**src/rtl/hash_arbiter_pkg.sv**
```systemverilog
// Shared definitions for the hash arbiter slice: bus widths, boolean
// constants and the arbiter FSM state type.
package hash_arbiter_pkg;

  localparam int QUAD_BUS = 64;
  localparam int DATA_BUS = 32;

  localparam logic TRUE  = 1'b1;
  localparam logic FALSE = 1'b0;

  localparam logic [DATA_BUS-1:0] ZERO_WORD = '0;

  typedef enum logic [1:0] {
    IDLE  = 2'd0,
    ISSUE = 2'd1,
    WAIT  = 2'd2
  } hash_arb_state_t;

endpackage

```
**src/rtl/hash_arbiter_rr_pick.sv**
```systemverilog
// Combinational round-robin picker: returns the first asserted request
// searching upward from last+1, wrapping modulo NUM_REQ.
module rr_pick #(
  parameter int NUM_REQ = 4,
  parameter int ID_W    = $clog2(NUM_REQ)
) (
  input  logic [NUM_REQ-1:0] req,
  input  logic [ID_W-1:0]    last,
  output logic [ID_W-1:0]    gnt_id,
  output logic               any
);

  int              cand;
  logic [ID_W-1:0] idx;

  // Walk the requesters in rotated order and keep the first hit.
  always_comb begin
    gnt_id = '0;
    any    = 1'b0;
    cand   = 0;
    idx    = '0;
    for (int i = 1; i <= NUM_REQ; i++) begin
      cand = int'(last) + i;
      if (cand >= NUM_REQ) begin
        cand = cand - NUM_REQ;
      end
      idx = ID_W'(cand);
      if (!any && req[idx]) begin
        gnt_id = idx;
        any    = 1'b1;
      end
    end
  end

endmodule

```
**src/rtl/hash_arbiter.sv**
```systemverilog
// Round-robin arbiter sharing one hash unit between NUM_REQ requesters.
// Accepts one key at a time, starts the hash unit, waits for completion
// (or a watchdog timeout) and returns a one-cycle one-hot response pulse.
module hash_arbiter
  import hash_arbiter_pkg::*;
#(
  parameter int NUM_REQ = 4,
  parameter int ID_W    = $clog2(NUM_REQ),
  parameter int TIMEOUT = 15
) (
  input  logic                              clk,
  input  logic                              rst,
  input  logic [NUM_REQ-1:0]                req_valid_i,
  input  logic [NUM_REQ-1:0][QUAD_BUS-1:0]  req_key_i,
  output logic [NUM_REQ-1:0]                req_ready_o,
  output logic [NUM_REQ-1:0]                resp_valid_o,
  output logic [DATA_BUS-1:0]               resp_val_o,
  output logic                              resp_err_o,
  output logic                              hash_start_o,
  output logic [QUAD_BUS-1:0]               hash_key_o,
  input  logic                              hash_ready_i,
  input  logic [DATA_BUS-1:0]               hash_val_i,
  output logic                              busy_o
);

  localparam int WD_W = $clog2(TIMEOUT + 1);

  hash_arb_state_t  state;
  logic [ID_W-1:0]  last_grant;
  logic [ID_W-1:0]  grant_id;
  logic [WD_W-1:0]  wd;
  logic [ID_W-1:0]  pick_id;
  logic             pick_any;

  function automatic logic [NUM_REQ-1:0] onehot(input logic [ID_W-1:0] id);
    logic [NUM_REQ-1:0] v;
    v     = '0;
    v[id] = TRUE;
    return v;
  endfunction

  rr_pick #(
    .NUM_REQ (NUM_REQ),
    .ID_W    (ID_W)
  ) u_rr_pick (
    .req    (req_valid_i),
    .last   (last_grant),
    .gnt_id (pick_id),
    .any    (pick_any)
  );

  assign busy_o = (state != IDLE);

  // Arbiter FSM: grant, issue one start pulse, then wait for completion or timeout.
  always_ff @(posedge clk) begin
    if (rst) begin
      state        <= IDLE;
      last_grant   <= ID_W'(NUM_REQ - 1);
      grant_id     <= '0;
      wd           <= '0;
      req_ready_o  <= '0;
      resp_valid_o <= '0;
      resp_val_o   <= ZERO_WORD;
      resp_err_o   <= FALSE;
      hash_start_o <= FALSE;
      hash_key_o   <= '0;
    end else begin
      // Pulsed outputs drop back to zero unless re-asserted below.
      req_ready_o  <= '0;
      resp_valid_o <= '0;
      resp_err_o   <= FALSE;
      hash_start_o <= FALSE;
      case (state)
        IDLE: begin
          if (pick_any) begin
            grant_id     <= pick_id;
            last_grant   <= pick_id;
            hash_key_o   <= req_key_i[pick_id];
            req_ready_o  <= onehot(pick_id);
            hash_start_o <= TRUE;
            state        <= ISSUE;
          end
        end
        ISSUE: begin
          wd    <= '0;
          state <= WAIT;
        end
        WAIT: begin
          wd <= wd + 1'b1;
          // wd==0 is the first WAIT cycle; hash_ready_i is not trusted there.
          if ((wd != '0) && hash_ready_i) begin
            resp_valid_o <= onehot(grant_id);
            resp_val_o   <= hash_val_i;
            resp_err_o   <= FALSE;
            state        <= IDLE;
          end else if (wd == WD_W'(TIMEOUT - 1)) begin
            resp_valid_o <= onehot(grant_id);
            resp_val_o   <= ZERO_WORD;
            resp_err_o   <= TRUE;
            state        <= IDLE;
          end
        end
        default: begin
          state <= IDLE;
        end
      endcase
    end
  end

endmodule

```
**config.mk**
```make
export PLATFORM = sky130hd
export DESIGN_NAME = hash_arbiter
export DESIGN_NICKNAME = d
export VERILOG_FILES = /design/src/rtl/hash_arbiter_pkg.sv /design/src/rtl/hash_arbiter_rr_pick.sv /design/src/rtl/hash_arbiter.sv
export SDC_FILE = /design/constraint.sdc
export NUM_CORES = 1
export LEC_CHECK = 0
export ABC_AREA = 1
export BUFFER_PORTS_ARGS = -buffer_cell sky130_fd_sc_hd__buf_2
export CORE_AREA = 2 2 155 157
export DETAILED_ROUTE_END_ITERATION = 8
export DIE_AREA = 0 0 157 159
export SLEW_MARGIN = 20
export SYNTH_ARGS = -nofsm -noshare
export SYNTH_HDL_FRONTEND = slang
export SYNTH_SLANG_ARGS = --single-unit
```
**constraint.sdc**
```tcl
create_clock -name clk -period 6.16 [get_ports clk]
set_clock_uncertainty 0.2 [all_clocks]
set_input_delay 0 -clock clk [delete_from_list [all_inputs] [get_ports clk]]
set_output_delay 0 -clock clk [all_outputs]
set_load 0.1 [all_outputs]
```
* Word level (Yosys, flattened, before mapping)
Index checks and enable logic that the tools add are counted. Widths: inputs -> output; s select.
Operators by class: add/subtract/negate cells 9, multipliers 0, divide/modulo/power cells 0, order comparisons 12, eq/ne operators 5, shift operators 0, mux-type cells 37, bitwise operators 3, reduce and logical (&&, ||, !) cells 21
Operators with widths (number):
- $bmux 64 s2 | 1
- $mux 32 | 2
- $mux 64 | 1
- $mux 2 | 11
- $lt 2x3->1 const B | 6
- $mux 1 | 12
- $ge 3x3->1 const B | 3
- $bmux 1 s2 | 4
- $mux 4 | 2
- $pmux 4 s2 | 1
- $sub 2x1->2 const B | 4
- $add 2x2->3 const B | 2
- $logic_and 1x1->1 | 6
- $pmux 2 s3 | 1
- $reduce_and 2->1 | 3
- $reduce_bool 2->1 | 3
- $reduce_or 3->1 | 2
- $add 2x3->4 const B | 1
- $add 4x1->4 const B | 1
- $demux 1 s2 | 2
- $eq 4x4->1 const B | 1
- $ge 2x1->1 const B | 2
- $ge 4x3->1 const B | 1
- $reduce_bool 4->1 | 1
- other kinds (9) | 14
Storage, ports and cells: bits in registers 116, bits in latches 0, memory bits (writable) 0, ROM bits 0, output and inout bits 107, word-level logic and storage cells 97, memories 0

* Depth between registers and ports, before layout
Gate-level depths: netlist of the first run.
depth in word-level cells 19, depth in mapped cells 19, gate-level depth less buffers 16

* Cells and area by module
Synthesis of the first run repeated with hierarchy kept, for this count alone.
Second synthesis, totals: cell total of the unflattened synthesis 916, area total of the unflattened synthesis 6094.6 um2
By module, submodules not included:
- hash_arbiter | times used 1, cells each 864, area each 5823.1 um2
- rr_pick | times used 1, cells each 52, area each 271.5 um2

* Worst setup path before layout of the first run
OpenSTA, ideal clock, no wires.
path kind register -> register, start reg state[0], end reg state[0], setup time 124 ps, arrival time 1670 ps, required time 5836 ps, path slack 4166 ps, cell stages (with the launch flop) 7, cells stage by stage dfxtp_1 inv_1 ha_1 inv_1 o22ai_2 o21ai_0 a21oi_1
Between the ends: cells in the longest elaborated chain, start to end 3
RTL lines:
- from (decl) | line hash_arbiter.sv:28 | hash_arb_state_t state;
- from (signal assigned) | line hash_arbiter.sv:57 | state <= IDLE;
- from (signal assigned) | line hash_arbiter.sv:81 | state <= ISSUE;
- from (signal assigned) | line hash_arbiter.sv:86 | state <= WAIT;
- $eq 2x2->1 / $logic_not 2->1 (equally long branches) | line hash_arbiter.sv:73 | case (state)
- $ne 3x3->1 (no source line) / $ne 2x2->1 (equally long branches)
- $reduce_and 2->1 (no source line)
Several ways; a longest one is shown, not always the timed one. A chain may end at the register's enable or synchronous reset.

* Worst setup path in the final report of the first run
start reg last_grant[0], end reg hash_key_o[6]
Between the ends: cells in the longest elaborated chain, start to end 17
RTL lines:
- from (decl) | line hash_arbiter.sv:29 | logic [ID_W-1:0] last_grant;
- from (signal assigned) | line hash_arbiter.sv:58 | last_grant <= ID_W'(NUM_REQ - 1);
- from (signal assigned) | line hash_arbiter.sv:77 | last_grant <= pick_id;
- $add 2x1->3 | line hash_arbiter_rr_pick.sv:23 | cand = int'(last) + i;
- $ge 3x3->1 / $sub 2x1->2 (equally long branches) | line hash_arbiter_rr_pick.sv:24, hash_arbiter_rr_pick.sv:25
- $mux 2 | line hash_arbiter_rr_pick.sv:24 | if (cand >= NUM_REQ) begin
- $bmux 1 s2 | line hash_arbiter_rr_pick.sv:28 | if (!any && req[idx]) begin
- $mux 1 (implied by the code) | line hash_arbiter_rr_pick.sv:28
- $mux 1 | line hash_arbiter_rr_pick.sv:28
- $logic_not 1->1 | line hash_arbiter_rr_pick.sv:28
- $logic_and 1x1->1 | line hash_arbiter_rr_pick.sv:28
- $mux 1 | line hash_arbiter_rr_pick.sv:28
- $logic_not 1->1 | line hash_arbiter_rr_pick.sv:28
- $logic_and 1x1->1 | line hash_arbiter_rr_pick.sv:28
- $mux 1 | line hash_arbiter_rr_pick.sv:28
- $logic_not 1->1 | line hash_arbiter_rr_pick.sv:28
- $logic_and 1x1->1 | line hash_arbiter_rr_pick.sv:28
- $mux 2 | line hash_arbiter_rr_pick.sv:28
- $bmux 64 s2 | line hash_arbiter.sv:78 | hash_key_o <= req_key_i[pick_id];
- $mux 64 (implied by the code) | line hash_arbiter.sv:78
- to (signal assigned) | line hash_arbiter.sv:78
- to (decl) | line hash_arbiter.sv:20 | output logic [QUAD_BUS-1:0] hash_key_o,
Several ways; a longest one is shown, not always the timed one. The select of a mux whose other input is x is not followed.

==> results.cfg, run 1 <==
[layout]
filler_cell_count = 2385
layout_common_cells = sky130_fd_sc_hd__nand2_1, sky130_fd_sc_hd__buf_2, sky130_fd_sc_hd__nand3_1, sky130_fd_sc_hd__dlygate4sd3_1, sky130_fd_sc_hd__nor2_1
final_nets = 1971
design_area_um2 = 11400
mostFrequentLayoutCell = sky130_fd_sc_hd__nand2_1
finish.utilization_pct = 49.4
final_layout_size_suffix_gt1_share_pct = 27.3
area.growth.synth_to_final_pct = 67.6

[place]
gpl.final_weighted_congestion = 0.837
detailedPlacementHpwl_um = 19600
port-buffer-count = 401
detailed_place.area_um2 = 8830

[worst_hold_path]
min_path_type = in -> reg
worst_hold_startpoint = rst

[logic_synthesis]
synthesis.nets = 1427
postSynthCellCount = 1125
ys_seq_area_share_pct = 34.0
yosys_warnings = 0
synth_cell_types = 32
number_of_flip_flops_and_latches_in_the_synthesized_netlist = 116
synthesis.area_um2 = 6830
avgSynthCellArea_um2 = 6.07

[die]
core_region_area_um2 = 23200
die_area_um2 = 25000
die_w_um = 157
fp-row-count = 56
initial_util_pct = 29.5
floorplan.io_pins = 402
die_h_um = 159

[worst_setup_path]
end_kind = flip-flop
worst_ep_arrival_time_ns = 4.77
worstPathRequired_ns = 6.32
worst_setup_startpoint = last_grant[0]$_SDFFE_PP1P_
worst_path_fanout_max = 133
timing.setup.critical_path_class = reg -> reg
worstSetupStartpointType = flip-flop
reg2reg_launch_point = last_grant[0]$_SDFFE_PP1P_

[global_routing]
grt_pass1_wl_um = 45700
antenna_found_initial = 4
largest_net_degree_at_the_start_of_global_routing = 134
globalRouteTotalUtil_pct = 23.1
aggregate_global_routing_overflow = 0
first_global_vias = 8988

[pwr]
share_clk_of_total_power_pct = 12.7
comb_power_share_pct = 74.3
ir_drop_mv = 0.460
total_power_mw = 8.32
power.static_leakage_nw = 6.03
switching_share_pct = 54.9
intPower_mw = 3.75
seq_power_share_pct = 13.0
netSwitchingPower_mw = 4.57
pwr_density_cell_nw_per_um2 = 726

[sta]
fin_crit_ns = 4.61
setup-tns-final_ns = 0
timing_hold_violations_final = 0
worst_pin_slew_ns = 1.10
period_share_pct = 74.8
grt_setup_unrepaired = false
maxClockFrequency_mhz = 217
hold_slack_ns = 0.0388
setup-violations-final = 0
max-slew-margin-rel_pct = 26.6
timing_max_transition_violations_final = 0

[clocking]
insertion_delay_ns = 0.42
tritoncts_num_sinks = 116
cts_made_buffers = 17
path_clk_slew_ns = 0.06
ctsLongestPathBuffers = 2
cts_max_level = 4
cts-root-buf = sky130_fd_sc_hd__clkbuf_16
cts_tree = yes
post_cts.resized_instances = 0

[drt]
count_of_tritonroute_iterations_in_the_first_routing_pass = 5
detailroute.via_count = 9336
drtAntennaViolNets = 0
route.detailed.wl_per_inst_um = 14.8
route.detailed.vias_per_inst = 4.66
drt_iter0_markers = 490
drc = 0
postRouteWirelength_um = 29700

[flow_run]
drv.max_cap_violation_count = 0

[status]
outcome = finished clean
-- final cells by class --
class	count	area, µm²	share of cell area [%]
clock inverters	15	195	1.70
clock buffers	17	425	3.72
well taps	319	399	3.49
inverters	55	211	1.85
flip-flops and latches	116	2320	20.3
multi-input cells	873	3840	33.6
diodes	3	7.51	0.0656
repair buffers	606	4040	35.3
-- Yosys cell counts --
library cell / instances / area [µm²]
sky130_fd_sc_hd__nand2_1: 413 / 1550
sky130_fd_sc_hd__dfxtp_1: 116 / 2320
sky130_fd_sc_hd__nor4_1: 3 / 18.8
sky130_fd_sc_hd__clkbuf_1: 20 / 75.1
sky130_fd_sc_hd__inv_1: 50 / 188
sky130_fd_sc_hd__nand3_2: 1 / 10.0
sky130_fd_sc_hd__o21ai_0: 21 / 105
sky130_fd_sc_hd__buf_6: 8 / 90.1
sky130_fd_sc_hd__o21ai_1: 13 / 65.1
sky130_fd_sc_hd__nand2_8: 1 / 20.0
sky130_fd_sc_hd__ha_1: 7 / 87.6
sky130_fd_sc_hd__nor2b_4: 1 / 13.8
sky130_fd_sc_hd__buf_2: 34 / 170
sky130_fd_sc_hd__nand4_1: 1 / 6.26
sky130_fd_sc_hd__nand2_2: 5 / 31.3
sky130_fd_sc_hd__o211ai_1: 2 / 15.0
sky130_fd_sc_hd__buf_1: 2 / 7.51
sky130_fd_sc_hd__o22ai_2: 1 / 12.5
sky130_fd_sc_hd__nor2_4: 3 / 33.8
sky130_fd_sc_hd__clkbuf_2: 1 / 5.00
sky130_fd_sc_hd__xor2_1: 1 / 8.76
sky130_fd_sc_hd__a21oi_1: 40 / 200
sky130_fd_sc_hd__nand3_4: 1 / 17.5
sky130_fd_sc_hd__nand3_1: 215 / 1080
sky130_fd_sc_hd__nor3_1: 6 / 30.0
sky130_fd_sc_hd__nand2_4: 1 / 11.3
sky130_fd_sc_hd__inv_4: 1 / 6.26
sky130_fd_sc_hd__inv_2: 4 / 15.0
sky130_fd_sc_hd__and2_1: 1 / 6.26
sky130_fd_sc_hd__buf_4: 16 / 120
sky130_fd_sc_hd__a211oi_1: 1 / 7.51
sky130_fd_sc_hd__nor2_1: 135 / 507
-- worst max-delay path: stages (launching register included) --
cell and delay, ns:
sky130_fd_sc_hd__dfxtp_1 0.49, sky130_fd_sc_hd__inv_4 0.10, sky130_fd_sc_hd__nand2_1 0.07, sky130_fd_sc_hd__nand2_1 0.07
sky130_fd_sc_hd__nand2_1 0.11, sky130_fd_sc_hd__nand2_2 0.09, sky130_fd_sc_hd__nor2_4 0.11, sky130_fd_sc_hd__nand3_4 0.62
sky130_fd_sc_hd__nand2_8 0.96, sky130_fd_sc_hd__nand2_1 0.10, sky130_fd_sc_hd__nand2_1 0.11, sky130_fd_sc_hd__dlygate4sd3_1 0.57
sky130_fd_sc_hd__nand2_1 0.06, sky130_fd_sc_hd__nand3_1 0.09, sky130_fd_sc_hd__dlygate4sd3_1 0.56, sky130_fd_sc_hd__nand2_1 0.05
sky130_fd_sc_hd__inv_1 0.04
-- path summary, 6_finish.rpt --
kind                                  to  slack (ns)  cells past startpoint
max           hash_key_o[6]$_SDFFE_PP0P_        1.55                     16
min          hash_key_o[35]$_SDFFE_PP0P_        0.04                      4
max reg2reg   hash_key_o[6]$_SDFFE_PP0P_        1.55                     16
min reg2reg  resp_val_o[30]$_SDFFE_PP0P_        0.26                      2
-- sequential cells by signal (all words and copies together) (netlist names) --
register	flops
hash_key_o	64
resp_val_o	32
req_ready_o	4
resp_valid_o	4
wd	4
grant_id	2
last_grant	2
state	2
hash_start_o	1
resp_err_o	1
-- through the flow --
stage / instances / setup WS, ns
after detailed placement: 1770 / 2.23
after CTS: 2001 / 1.61
after floorplan: 1125 / 4.17
final: 2004 / 1.55
after global placement: 1770 / 2.31
after global routing: 2004 / 1.20
-- layer usage --
| metal | routed length (µm) | global-route usage [%] |
|---|---|---|
| met5 | 0 | 0 |
| met4 | 1070 | 10.9 |
| met3 | 2080 | 5.12 |
| met2 | 14700 | 41.8 |
| met1 | 11900 | 25.3 |
-- power groups by stage --
stage          logic [mW]  registers [mW]  clock network (mW)
2_1_floorplan        3.07            2.31                   0
6_report             6.18            1.08                1.05
3_5_place_dp         5.05            1.09                   0
5_1_grt              6.78            1.10                1.12
3_3_place_gp         5.01            1.08                   0
4_1_cts              6.16            1.08                1.09
-- timing repair --
action | CTS | global route
buffers inserted | 0 | 0
endpoints found under the hold margin | 100 | 0
hold buffers | 199 | 0
-- cells by family (layout without fill, tap and decap cells) --
logic type	Yosys count	count (layout)	share of synthesized area (%)
buf+inv	136	693	9.91
simple gates	787	787	48.8
other cells	0	3	0
flops	116	116	34.0
xor+xnor	1	1	0.128
compound gates	78	78	5.93
fa+ha+maj	7	7	1.28
No activity file was read; power rests on OpenSTA's default activity.
==> run 2, diff against run 1 <==
ABC_AREA = 0   (was 1)
CORE_AREA = 2 2 157 159   (was 2 2 155 157)
DIE_AREA = 0 0 159 161   (was 0 0 157 159)
clock period = 4.05 ns   (was 6.16 ns; I/O delays follow)
==> results.cfg, run 2 <==
[status]
outcome = finished clean

[clocking]
path_clk_slew_ns = 0.07
cts_tree = yes
cts_max_level = 4
cts_made_buffers = 17
tritoncts_num_sinks = 116
insertion_delay_ns = 0.41
cts-root-buf = sky130_fd_sc_hd__clkbuf_16
ctsLongestPathBuffers = 2

[place]
detailed_place.area_um2 = 8280
gpl.final_weighted_congestion = 0.855
port-buffer-count = 401
detailedPlacementHpwl_um = 18200

[drt]
postRouteWirelength_um = 27500
detailroute.via_count = 7733
route.detailed.wl_per_inst_um = 18.0
route.detailed.vias_per_inst = 5.06
count_of_tritonroute_iterations_in_the_first_routing_pass = 8
drc = 0
drtAntennaViolNets = 0
drt_iter0_markers = 588

[die]
fp-row-count = 57
die_area_um2 = 25600
die_h_um = 161
core_region_area_um2 = 24000
die_w_um = 159
initial_util_pct = 25.4
floorplan.io_pins = 402

[layout]
layout_common_cells = sky130_fd_sc_hd__buf_2, sky130_fd_sc_hd__dlygate4sd3_1, sky130_fd_sc_hd__nand3_1, sky130_fd_sc_hd__dfxtp_1, sky130_fd_sc_hd__nor2_1
final_layout_size_suffix_gt1_share_pct = 42.9
largest_register_ffs = 64
area.growth.synth_to_final_pct = 72.9
mostFrequentLayoutCell = sky130_fd_sc_hd__buf_2
top_regs = hash_key_o: 64 flops, resp_val_o: 32 flops
seqCellArea_um2 = 2320
diodes = 0
filler_cell_count = 2341
design_area_um2 = 10500
final_nets = 1493
largest_register = hash_key_o
multi_input_area_um2 = 3380

[logic_synthesis]
async_set_reset_flop_share_out_of_synthesis_pct = 0
synthesis.area_um2 = 6100
synth.most_common_cell = sky130_fd_sc_hd__nand3_1
avgSynthCellArea_um2 = 9.04
synth_enable_flop_cells = 0
synth_cell_types = 41
yosys_warnings = 0
synthesis.nets = 976
synth_largest_area_cell = sky130_fd_sc_hd__dfxtp_1
leading_register_cell_type_out_of_synthesis = sky130_fd_sc_hd__dfxtp_1
postSynthCellCount = 674
synth_area_leaders = sky130_fd_sc_hd__dfxtp_1, sky130_fd_sc_hd__a221oi_2, sky130_fd_sc_hd__nand3_1
yosys.area.top_type_share_pct = 38.1
synth_top_cells_by_count = sky130_fd_sc_hd__nand3_1, sky130_fd_sc_hd__dfxtp_1, sky130_fd_sc_hd__nor2_1
number_of_flip_flops_and_latches_in_the_synthesized_netlist = 116
ys_seq_area_share_pct = 38.1

[flow_run]
drv.max_cap_violation_count = 0

[sta]
maxClockFrequency_mhz = 296
max-slew-margin-rel_pct = 25.9
period_share_pct = 83.4
fin_crit_ns = 3.38
setup-tns-final_ns = 0
grt_setup_unrepaired = false
setup-violations-final = 0
timing_hold_violations_final = 0
worst_pin_slew_ns = 1.11
timing_max_transition_violations_final = 0

[worst_setup_path]
worst_r2r_path_depth = 7
end_kind = flip-flop
worstSetupStartpointType = input port
timing.setup.critical_path_class = in -> reg
worst_path_fanout_max = 61
worst_ep_arrival_time_ns = 3.54
worstPathRequired_ns = 4.21

[global_routing]
first_global_vias = 7931
aggregate_global_routing_overflow = 0
globalRouteTotalUtil_pct = 20.6
grt_pass1_wl_um = 42400
largest_net_degree_at_the_start_of_global_routing = 122
antenna_found_initial = 1

[pwr]
power.static_leakage_nw = 4.74
pwr_density_cell_nw_per_um2 = 567
ir_drop_mv = 0.260

[worst_hold_path]
timing.hold.worst_path_depth = 3
min_path_type = in -> reg
-- run 2: changes by cell type after synthesis, sizes merged, moves of 28 or more --
cell and change:
a21oi -30, a221oi +64, a22oi +34, a311oi +64, inv -47, nand2 -410, nand3 -86, nor2 -28
o21ai -30
-- run 2: layer usage --
layer / GRT usage, % / wire, µm / up-vias
li1: - / - / 3631
met1: 24.7 / 11100 / 3643
met2: 36.2 / 13700 / 410
met3: 4.37 / 1900 / 47
met4: 7.60 / 668 / 2
met5: 0 / 18 / -
-- run 2: area by class of cell --
| type | instances | share of cell area [%] |
|---|---|---|
| Timing Repair Buffer | 575 | 36.0 |
| Multi-Input combinational cell | 473 | 32.1 |
| Sequential cell | 116 | 22.0 |
| Clock buffer | 17 | 4.04 |
| Tap cell | 324 | 3.85 |
| Clock inverter | 15 | 1.71 |
| Inverter | 8 | 0.285 |
-- run 2: worst paths after layout --
path	from	endpoint	slack [ns]
setup reg to reg	last_grant[1]$_SDFFE_PP1P_	hash_key_o[45]$_SDFFE_PP0P_	0.91
hold / removal	req_valid_i[1]	req_ready_o[1]$_SDFF_PP0_	0.17
setup / recovery	req_valid_i[3]	hash_key_o[17]$_SDFFE_PP0P_	0.67
hold reg to reg	grant_id[0]$_SDFFE_PP0P_	resp_valid_o[2]$_SDFF_PP0_	0.27
-- run 2: logic make-up after synthesis --
group                    Yosys count  share of synthesized area, %
AO/OA/AOI/OAI                    185                          31.3
adder cells (fa/ha/maj)            7                          1.44
buffers and inverters             85                          7.27
flip-flops                       116                          38.1
multiplexers                       2                         0.328
AND/OR/NAND/NOR                  279                          21.6
-- run 2: through the flow --
| stage | setup WS [ns] | hold WS [ns] | cells | util, % | power [mW] |
|---|---|---|---|---|---|
| floorplan | 1.72 | -0.0374 | 674 | - | 3.54 |
| finish | 0.673 | 0.167 | 1528 | 44.0 | 5.98 |
| CTS | 0.771 | 0.138 | 1528 | 44.0 | 6.01 |
| detailed placement | 1.43 | 0.0553 | 1331 | 34.6 | 4.12 |
| global placement | 1.48 | 0.0443 | 1331 | 34.6 | 4.11 |
| global route | 0.531 | 0.163 | 1528 | 44.0 | 6.25 |
-- run 2: repair_timing --
item	4_1_cts	5_1_grt
hold endpoints to repair	110	0
resized for setup	0	0
buffers inserted	0	0
hold buffers	165	0
-- run 2: critical path, cell delays in order --
cell	delay (ns)
sky130_fd_sc_hd__dlygate4sd3_1	0.54
sky130_fd_sc_hd__buf_2	0.16
sky130_fd_sc_hd__nor2_1	0.57
sky130_fd_sc_hd__a21boi_0	0.30
sky130_fd_sc_hd__a21o_4	0.75
sky130_fd_sc_hd__a221oi_2	0.17
sky130_fd_sc_hd__a311oi_1	0.29
sky130_fd_sc_hd__dlygate4sd3_1	0.59
-- run 2: where the power goes --
| part | internal, mW | switching (mW) |
|---|---|---|
| logic | 0.856 | 2.13 |
| registers | 1.32 | 0.0979 |
| clock network | 0.937 | 0.645 |
